## src/rtl/int_mv_ctrl.sv

```systemverilog
// int_mv_ctrl: sequences y = M*x through one shared MAC, one row at a time.
// Each row clears the MAC, streams VEC_LEN operand pairs, then waits for the dot product.
module int_mv_ctrl #(
    parameter int BITWIDTH = 32,
    parameter int VEC_LEN  = 16,
    parameter int NUM_ROWS = 16,
    parameter int ADDR_W   = 8,
    parameter int TIMEOUT  = 16
) (
    input  logic                        clk,
    input  logic                        aresetn,
    input  logic                        start,
    output logic                        busy,
    output logic                        done,
    output logic                        err,
    output logic [ADDR_W-1:0]           m_addr,
    input  logic [BITWIDTH-1:0]         m_rdata,
    output logic [$clog2(VEC_LEN)-1:0]  v_addr,
    input  logic [BITWIDTH-1:0]         v_rdata,
    output logic                        mac_aresetn,
    output logic                        mac_valid,
    output logic [BITWIDTH-1:0]         mac_ain,
    output logic [BITWIDTH-1:0]         mac_bin,
    input  logic [BITWIDTH-1:0]         mac_dout,
    input  logic                        mac_dvalid,
    output logic                        res_we,
    output logic [$clog2(NUM_ROWS)-1:0] res_addr,
    output logic [BITWIDTH-1:0]         res_data
);

    localparam int KW = $clog2(VEC_LEN);
    localparam int RW = $clog2(NUM_ROWS);
    localparam int TW = ($clog2(TIMEOUT) > 0) ? $clog2(TIMEOUT) : 1;
    localparam logic [KW-1:0] KLAST = KW'(VEC_LEN - 1);
    localparam logic [RW-1:0] RLAST = RW'(NUM_ROWS - 1);
    localparam logic [TW-1:0] TLAST = TW'(TIMEOUT - 1);

    typedef enum logic [2:0] {IDLE, CLR, FEED, DRAIN, DONE} state_t;

    state_t            state;
    state_t            nstate;
    logic [RW-1:0]     row;
    logic [KW-1:0]     k;
    logic [ADDR_W-1:0] maddr;
    logic [TW-1:0]     tcnt;
    logic              accept;
    logic              tmo;

    assign m_addr  = maddr;
    assign v_addr  = k;
    // read data returns one cycle after issue, so gate it with the delayed strobe
    assign mac_ain = mac_valid ? m_rdata : '0;
    assign mac_bin = mac_valid ? v_rdata : '0;

    always_ff @(posedge clk) begin
        if (!aresetn) begin
            state <= IDLE;
        end else begin
            state <= nstate;
        end
    end

    always_comb begin
        nstate      = state;
        busy        = (state != IDLE);
        done        = (state == DONE);
        mac_aresetn = aresetn & (state != CLR);
        accept      = (state == DRAIN) & mac_dvalid & ~mac_valid;
        tmo         = (state == DRAIN) & ~accept & (tcnt == TLAST);
        unique case (state)
            IDLE: begin
                if (start) nstate = CLR;
            end
            CLR: begin
                nstate = FEED;
            end
            FEED: begin
                if (k == KLAST) nstate = DRAIN;
            end
            DRAIN: begin
                if (accept) begin
                    nstate = (row == RLAST) ? DONE : CLR;
                end else if (tmo) begin
                    nstate = DONE;
                end
            end
            DONE: begin
                nstate = IDLE;
            end
            default: begin
                nstate = IDLE;
            end
        endcase
    end

    always_ff @(posedge clk) begin
        if (!aresetn) begin
            row       <= '0;
            k         <= '0;
            maddr     <= '0;
            tcnt      <= '0;
            err       <= 1'b0;
            mac_valid <= 1'b0;
            res_we    <= 1'b0;
            res_addr  <= '0;
            res_data  <= '0;
        end else begin
            mac_valid <= (state == FEED);
            res_we    <= accept;
            if (accept) begin
                res_data <= mac_dout;
                res_addr <= row;
            end
            unique case (state)
                IDLE: begin
                    row   <= '0;
                    k     <= '0;
                    maddr <= '0;
                    if (start) err <= 1'b0;
                end
                CLR: begin
                    k <= '0;
                end
                FEED: begin
                    // running address avoids a row*VEC_LEN multiply
                    maddr <= maddr + ADDR_W'(1);
                    k     <= (k == KLAST) ? '0 : k + KW'(1);
                    tcnt  <= '0;
                end
                DRAIN: begin
                    if (accept) begin
                        if (row != RLAST) row <= row + RW'(1);
                    end else if (tmo) begin
                        err <= 1'b1;
                    end else begin
                        tcnt <= tcnt + TW'(1);
                    end
                end
                default: begin
                end
            endcase
        end
    end

endmodule

```

## config.mk

```make
export PLATFORM = sky130hd
export DESIGN_NAME = int_mv_ctrl
export DESIGN_NICKNAME = d
export VERILOG_FILES = /design/src/rtl/int_mv_ctrl.sv
export SDC_FILE = /design/constraint.sdc
export NUM_CORES = 1
export LEC_CHECK = 0
export ABC_CLOCK_PERIOD_IN_PS = 2700
export CELL_PAD_IN_SITES_DETAIL_PLACEMENT = 2
export CELL_PAD_IN_SITES_GLOBAL_PLACEMENT = 2
export CORE_UTILIZATION = 19
export DETAILED_ROUTE_END_ITERATION = 8
export PLACE_DENSITY_LB_ADDON = 0.12
export REMOVE_ABC_BUFFERS = 1
export SETUP_SLACK_MARGIN = 0.1
export SYNTH_ARGS = -nofsm -noshare
export SYNTH_HDL_FRONTEND = slang
export SYNTH_SLANG_ARGS = --single-unit
export TNS_END_PERCENT = 1
```

## constraint.sdc

```tcl
create_clock -name clk -period 2.7 [get_ports clk]
set_input_delay 0.27 -clock clk [delete_from_list [all_inputs] [get_ports clk]]
set_output_delay 0.27 -clock clk [all_outputs]
set_load 0.01 [all_outputs]
```

==> results of run 1 <==
## how the worst max path moves through the flow
stage / cells after the start / to
2_1_floorplan: 3 / tcnt[2]
3_3_place_gp: 2 / busy
3_5_place_dp: 4 / res_data[3]
4_1_cts: 2 / busy
5_1_grt: 2 / busy
6_report: 2 / busy
## cell type report
cell class                      instances  area, µm²  share of cell area (%)
Clock inverter                          6       86.3                    1.49
Multi-Input combinational cell        281       1710                    29.5
Timing Repair Buffer                  226       2240                    38.6
Antenna cell                            2       5.00                  0.0863
Clock buffer                           10        229                    3.95
Sequential cell                        62       1240                    21.4
Inverter                                5       18.8                   0.324
Tap cell                              216        270                    4.66
## worst reg2reg max path, delay by kind of cell (launching register included)
family / cells / cell delay (ns)
flip-flops: 1 / 0.71
AO/OA/AOI/OAI: 1 / 0.17
AND/OR/NAND/NOR: 2 / 1.00
## synthesized netlist by cell type (2+ instances only)
cell type  instances
and3_1             3
and2_1            66
nor2b_1            2
nand3b_1           2
nand2_1           10
o221a_2            2
nand3_1           46
inv_1              4
clkbuf_1          26
a311oi_1           3
nor3_1             5
buf_2              6
o311ai_0           2
a21oi_1           49
o41ai_1            2
o22ai_1            2
nor4_1             2
mux2i_1            3
dfxtp_1           62
nor2_1             5
o31ai_1            3
nand2b_1           4
buf_1              2
buf_6              2
ha_1               4
or4_1              3
o21ai_0           40
a41oi_1            3
nand4_1            2
## through the flow
stage | instance area (µm²) | std cells
floorplan | 2960 | 348
global placement | 5480 | 790
detailed placement | 5480 | 790
CTS | 5800 | 806
global route | 5800 | 808
finish | 5800 | 808
## routing by layer
| layer | wire length [µm] | share of wire, % |
|---|---|---|
| met1 | 5730 | 38 |
| met4 | 277 | 1.8 |
| met5 | 0 | 0 |
| met2 | 7930 | 52 |
| met3 | 1240 | 8.2 |
## where the power goes
group / internal (mW) / total [mW] / switching [mW]
clock: 0.806 / 1.24 / 0.433
sequential: 0.941 / 0.985 / 0.0441
combinational: 0.337 / 0.615 / 0.278
## logic make-up (layout without fill, tap and decap cells)
group / count (synthesis) / in the layout / synth area share [%]
flip-flops: 62 / 62 / 39.8
other: 0 / 2 / 0
buffers and inverters: 41 / 247 / 5.66
AO/OA/AOI/OAI: 114 / 114 / 21.1
multiplexers: 3 / 3 / 0.963
AND/OR/NAND/NOR: 160 / 160 / 30.8
adder cells (fa/ha/maj): 4 / 4 / 1.61
## sequential cells by signal, indices dropped and copies added, names as in the netlist
register / count
res_data: 32
m_addr: 8
res_addr: 4
row: 4
tcnt: 4
v_addr: 4
state: 3
err: 1
mac_valid: 1
res_we: 1
==> out/results.ini, run 1 <==
[hold_path]
holdCritPathClass=reg2reg
min_path_cells=2
min_from=res_data[10]
hold_end=res_data[10]

[cts]
cts.sinks=62
cts_made_buffers=9
cts_resized=0
ctsRootBufferMaster=clkbuf_16
htree_levels=3
clockBufferDepth=2
post-cts-setup-buffer-count=0
cts_tree=yes
cts_hold_buf=0
clkTransAtPathRegs_ns=0.06
insertion_delay_ns=0.33

[floorplanning]
die_area_um2=16900
core_area_um2=15900
rows=46
die_x_um=130
initial_core_util_pct=19.6
num_io_pins=218
die_y_um=130

[synth]
synthesis.instances=384
synthTopCellsByArea=dfxtp_1, and2_1, a21oi_1, nand3_1, o21ai_0
synth_cell_types=48
synth-warning-count=0
synth_seq_area_share_pct=39.8
syn_area_um2=3120
yosysTopAreaCell=dfxtp_1
async_reset_ff_share_pct=0
synth_top_area_share_pct=39.8
ys_ff_latch=62
synth_edf_count=0
synth_ff_type=dfxtp_1
syn_area_per_cell_um2=8.12

[cells_and_area]
areaGrowthSynthToFinish_pct=86.0
post-route-util_pct=36.4
final_common_cell=clkdlybuf4s50_1
fillers=1782
drive_gt1_share_pct=6.10
final_nets=689
mostFrequentLayoutCells=clkdlybuf4s50_1, and2_1, dfxtp_1

[drt]
drc=0
drt-initial-drc-count=83
dr.pass1.iters=4
ant_nets=0
routed_via_density=4.58
wl_per_cell_um=18.8
routed_wl_um=15200
vias=3702

[global_route]
grt_pass1_wl_um=22100
grt_overflow=0
antenna_found_initial=2
grtUsageMet1_pct=18.5
grt.busiest_layer=met2
use_met3_pct=4.22
first_global_vias=3770
use_met2_pct=32.9
grt.total_usage_pct=17.4
grt_max_degree=66

[setup_path]
worstSetupStartpoint=state[2]
crit_type=reg2out
arrival_ns=2.00
path_cells=or3_2, clkdlybuf4s50_1
ff2ff_path_depth=3
cp.buffers_inverters=1
cp-end-kind=output port
crit_slowest_cell=or3_2
path_delay_family=simple AND/OR/NAND/NOR gates
critPathLaunchType=register
timing.rr.end=row[0]
path_max_fanout=16
rr_startpoint=state[0]
critPathMaxStageDelay_ns=0.67
r2r_setup_slack_ns=0.74
cp.required_ns=2.43

[sta]
rsz0062_at_grt=no
hold_slack_ns=0.476
report.final.slew_viol_count=0
setup_viol=0
fin_ws_ns=0.432
finalSetupTns_ns=0
hold_viol_final=0
max_slew.worst_pin.slew_ns=0.640
fin_worst_skew_ns=0.00643
relSlewSlack_pct=57.4
max_freq_mhz=441
post-route-period-util_pct=84.0
period_needed_ns=2.27

[pwr]
power_per_cell_area_nw_per_um2=490
leakagePower_nw=1.98
peakVddDrop_mv=0.259
finalPower_mw=2.84

[place]
dp_hpwl_um=11500
dp_slack_ns=0.707
gp_congestion=0.714
portBuffers=217

[run_status]
outcome=finished, final reports clean

[flow_run]
maxCapViolations=0

No activity file was read; power rests on OpenSTA's default activity.
==> run 2, diff against run 1 <==
- ABC_CLOCK_PERIOD_IN_PS: 2700 -> 1900
- CORE_UTILIZATION: 19 -> 16
- clock period: 2.7 -> 1.9 ns (I/O delays scaled with it)
==> run 2 against run 1 <==
Worst setup slack worse by 0.29 ns. Largest power group unchanged. Final cell count up 6.8%. Highest routed layer unchanged. Combinational power up 53%. First-iteration DRC count up 8.4%. Worst hold slack worse by 0.061 ns. Sequential power up 40%. Routed wire length up 2.8%. Total power up 42%. Clock power up 38%.
==> out/results.ini, run 2 (synthesized netlist as in run 1, its figures left out) <==
[run_status]
outcome=finished, final reports clean

[setup_path]
path_delay_family=buffers and inverters
path_max_fanout=9
cp.required_ns=1.71
critPathMaxStageDelay_ns=0.54
cp-end-kind=output port
path_cells=buf_4, and2_1, clkdlybuf4s50_1
cp.buffers_inverters=2
crit_slowest_cell=clkdlybuf4s50_1
arrival_ns=1.57
crit_type=reg2out
critPathLaunchType=register

[global_route]
antenna_found_initial=0
grt_max_degree=68
grt.total_usage_pct=15.3
first_global_vias=3942
grt_overflow=0
grt_pass1_wl_um=23300

[cts]
insertion_delay_ns=0.33
clkTransAtPathRegs_ns=0.06
clockBufferDepth=2
cts_hold_buf=0
ctsRootBufferMaster=clkbuf_16
cts.sinks=62
cts_tree=yes
cts_made_buffers=9
htree_levels=3

[floorplanning]
core_area_um2=18900
num_io_pins=218
rows=50
initial_core_util_pct=16.5
die_x_um=142
die_area_um2=20000
die_y_um=142

[sta]
period_needed_ns=1.76
fin_worst_skew_ns=0.00779
relSlewSlack_pct=68.2
report.final.slew_viol_count=0
max_slew.worst_pin.slew_ns=0.476
post-route-period-util_pct=92.5
hold_viol_final=0
setup_viol=0
max_freq_mhz=569
rsz0062_at_grt=yes

[drt]
ant_nets=0
routed_wl_um=15600
wl_per_cell_um=18.1
dr.pass1.iters=4
routed_via_density=4.33
drc=0
drt-initial-drc-count=90
vias=3738

[cells_and_area]
final_cells=863
largest_register_ffs=32
areaGrowthSynthToFinish_pct=90.7
final_common_cell=clkdlybuf4s50_1
final_nets=702
top_register=res_data
mostFrequentLayoutCells=clkdlybuf4s50_1, and2_1, dlygate4sd2_1
post-route-util_pct=31.5
antenna_cells=0
drive_gt1_share_pct=9.12

[place]
dp_hpwl_um=11800
portBuffers=217
gp_congestion=0.758
dp_cells=845

[hold_path]
holdCritPathClass=in2reg

[flow_run]
maxCapViolations=0

[pwr]
power_per_cell_area_nw_per_um2=678
leakagePower_nw=2.33
peakVddDrop_mv=0.337

[run 2: changes by cell type in the layout (fill, tap and decap cells not counted), sizes merged]
cell | before | now
buf | 9 | 20
bufinv | 2 | 1
clkbuf | 10 | 12
clkdlybuf4s50 | 217 | 156
clkinvlp | 1 | 2
diode | 2 | 0
dlygate4sd2 | 0 | 61
[run 2: worst reg2reg max path: cells and delay by family (launching register included)]
kind / cells / cell delay (ns)
AND/OR/NAND/NOR: 1 / 0.31
AO/OA/AOI/OAI: 2 / 0.40
flip-flops: 1 / 0.39
buffers and inverters: 2 / 0.39
[run 2: power by group]
group / leakage (nW) / internal (mW) / switching, mW / total [mW]
Clock: 0.145 / 1.06 / 0.648 / 1.71
Sequential: 0.502 / 1.34 / 0.0430 / 1.38
Combinational: 1.69 / 0.501 / 0.443 / 0.943
Total: 2.33 / 2.89 / 1.13 / 4.03
[run 2: through the flow]
stage | hold slack (ns) | setup TNS, ns | power [mW] | instance area (µm²) | setup slack [ns]
4_1_cts | 0.403 | 0 | 4.09 | 5880 | 0.0150
5_1_grt | 0.429 | 0 | 4.24 | 5940 | 0.0737
3_5_place_dp | 0.473 | 0 | 2.39 | 5640 | 0.179
6_report | 0.415 | 0 | 4.03 | 5940 | 0.143
3_3_place_gp | 0.461 | 0 | 2.37 | 5640 | 0.207
2_1_floorplan | 0.306 | -27.70 | 1.74 | 2960 | -0.753
[run 2: final timing paths]
path	startpoint	to	slack (ns)	cells past startpoint
worst max-delay path	state[2]	done	0.14	3
worst max register to register	mac_valid	tcnt[2]	0.31	5
worst min register to register	res_data[30]	res_data[30]	0.48	2
worst min-delay path	mac_dout[24]	res_data[24]	0.41	3
[run 2: metal layers]
metal  share of wire [%]  wire (µm)  vias up  global-route usage [%]
li1                    -          -     1793                       -
met1                  40       6220     1809                    16.7
met2                  52       8100      126                    28.7
met3                 6.9       1070       10                    3.58
met4                 1.3        195        0                    5.26
met5                   0          0        -                       0
[run 2: layout make-up]
type	count	area, µm²
Fill cell	2153	12900
Sequential cell	62	1250
Multi-Input combinational cell	281	1720
Timing Repair Buffer	239	2320
Tap cell	260	325
Inverter	5	18.8
Clock buffer	10	239
Clock inverter	6	71.3
[run 2: timing repair]
action | in CTS | in global routing
gates resized for setup | 64 | 5
setup endpoints to repair | 67 | 30
gates cloned | 0 | 2
endpoints found under the hold margin | 0 | 0
buffers inserted | 0 | 0
==> run 3, diff against run 2 <==
- GPL_TIMING_DRIVEN: unset -> 0
==> run 3 against run 2 <==
Worst setup slack worse by 0.032 ns. Combinational power up 6%. Via count up 1.2%. Sequential cell count unchanged. Fmax down 1.8%. Highest routed layer unchanged.
==> out/results.ini, run 3 (synthesized netlist as in run 1, its figures left out) <==
[hold_path]
min_from=aresetn
holdCritPathClass=in2reg

[pwr]
p_int_mw=2.90
leakagePower_nw=2.03
switchingPower_mw=1.14
swShare_pct=28.2
peakVddDrop_mv=0.335
p_seq_share_pct=34.6
power_per_cell_area_nw_per_um2=675
p_clk_share_pct=40.6
comb_power_share_pct=24.8

[cells_and_area]
largest_register_ffs=32
final_nets=693
top_register=res_data
final_area_um2=5990
post-route-util_pct=31.7
drive_gt1_share_pct=7.74
final_common_cell=clkdlybuf4s50_1
mostFrequentLayoutCells=clkdlybuf4s50_1, and2_1, dfxtp_1
areaGrowthSynthToFinish_pct=92.0

[sta]
fin_worst_skew_ns=0.0110
max_freq_mhz=559
setup_viol=0
max_slew.worst_pin.slew_ns=0.543
hold_slack_ns=0.277
relSlewSlack_pct=62.9
finalSetupTns_ns=0
report.final.slew_viol_count=0
hold_viol_final=0
post-route-period-util_pct=94.1
period_needed_ns=1.79
rsz0062_at_grt=yes

[cts]
clkTransAtPathRegs_ns=0.05
cts_tree=yes
htree_levels=3
cts.sinks=62
clockBufferDepth=2
cts_made_buffers=9
ctsRootBufferMaster=clkbuf_16
cts_hold_buf=0
insertion_delay_ns=0.33

[floorplanning]
die_y_um=142
core_area_um2=18900
initial_core_util_pct=16.5
rows=50
die_area_um2=20000
num_io_pins=218
die_x_um=142

[setup_path]
critPathMaxStageDelay_ns=0.55
path_delay_family=buffers and inverters
worstSetupStartpoint=mac_valid
arrival_ns=1.60
path_max_fanout=17
crit_type=reg2out
crit_slowest_cell=clkdlybuf4s50_1
rr_startpoint=mac_valid
critPathLaunchType=register
cp-end-kind=output port
cp.buffers_inverters=2
path_cells=buf_6, and2_1, clkdlybuf4s50_1
cp.required_ns=1.71

[place]
dp_hpwl_um=11300
place_area_um2=5520
portBuffers=217
gp_congestion=0.750

[global_route]
grt_max_degree=56
grt.total_usage_pct=15.7
antenna_found_initial=1
grt_overflow=0
first_global_vias=3930
grt_pass1_wl_um=23900

[flow_run]
maxCapViolations=0

[drt]
wl_per_cell_um=18.6
ant_nets=0
drt-initial-drc-count=94
routed_wl_um=15900
dr.pass1.iters=4
routed_via_density=4.43
vias=3784
drc=0

[run_status]
outcome=finished, final reports clean

==> run 3: power by group through the flow <==
| stage | Sequential, mW | Clock, mW | Combinational [mW] |
|---|---|---|---|
| 2_1_floorplan | 1.44 | 0 | 0.299 |
| 3_3_place_gp | 1.46 | 0 | 0.831 |
| 3_5_place_dp | 1.46 | 0 | 0.870 |
| 4_1_cts | 1.40 | 1.70 | 1.03 |
| 5_1_grt | 1.41 | 1.74 | 1.08 |
| 6_report | 1.40 | 1.64 | 1.00 |
==> run 3: worst paths after layout <==
kind	end	slack, ns	cells past startpoint
worst max register to register	row[0]	0.12	5
worst min register to register	res_data[26]	0.48	2
worst max-delay path	mac_bin[12]	0.11	3
worst min-delay path	row[2]	0.28	3
==> run 3: repair_timing <==
action                     in CTS  in global routing
gates cloned                    1                  0
setup buffers                  10                  0
setup endpoints to repair     129                 62
pin swaps                       2                  0
resized for setup              18                  3
==> run 3: per-stage QoR <==
| stage | worst slack (ns) | total power [mW] | cells |
|---|---|---|---|
| after global routing | 0.0268 | 4.24 | 855 |
| after floorplan | -0.753 | 1.74 | 348 |
| final | 0.111 | 4.04 | 855 |
| after CTS | 0.0618 | 4.12 | 854 |
| after detailed placement | -0.897 | 2.33 | 827 |
| after global placement | -2.30 | 2.29 | 825 |
==> run 3: metal layers <==
metal,vias to the layer above,track usage (%),part of all wire [%]
met1,1861,17.8,40
met5,-,0,0
li1,1783,-,-
met3,11,3.44,6.5
met2,129,29.3,52
met4,0,4.81,1.3
==> run 3: cell type report <==
cell class,instances,area [µm²]
fill,2143,12900
timing repair buffer,229,2340
multi-input combinational,282,1750
sequential,62,1260
tap,260,325
clock buffer,10,229
clock inverter,6,62.6
inverter,5,26.3
antenna,1,2.50
==> run 3: tightest hold or removal path, stage by stage <==
cell and delay (ns):
buf_2 0.22, nand2_1 0.10, a21oi_1 0.04
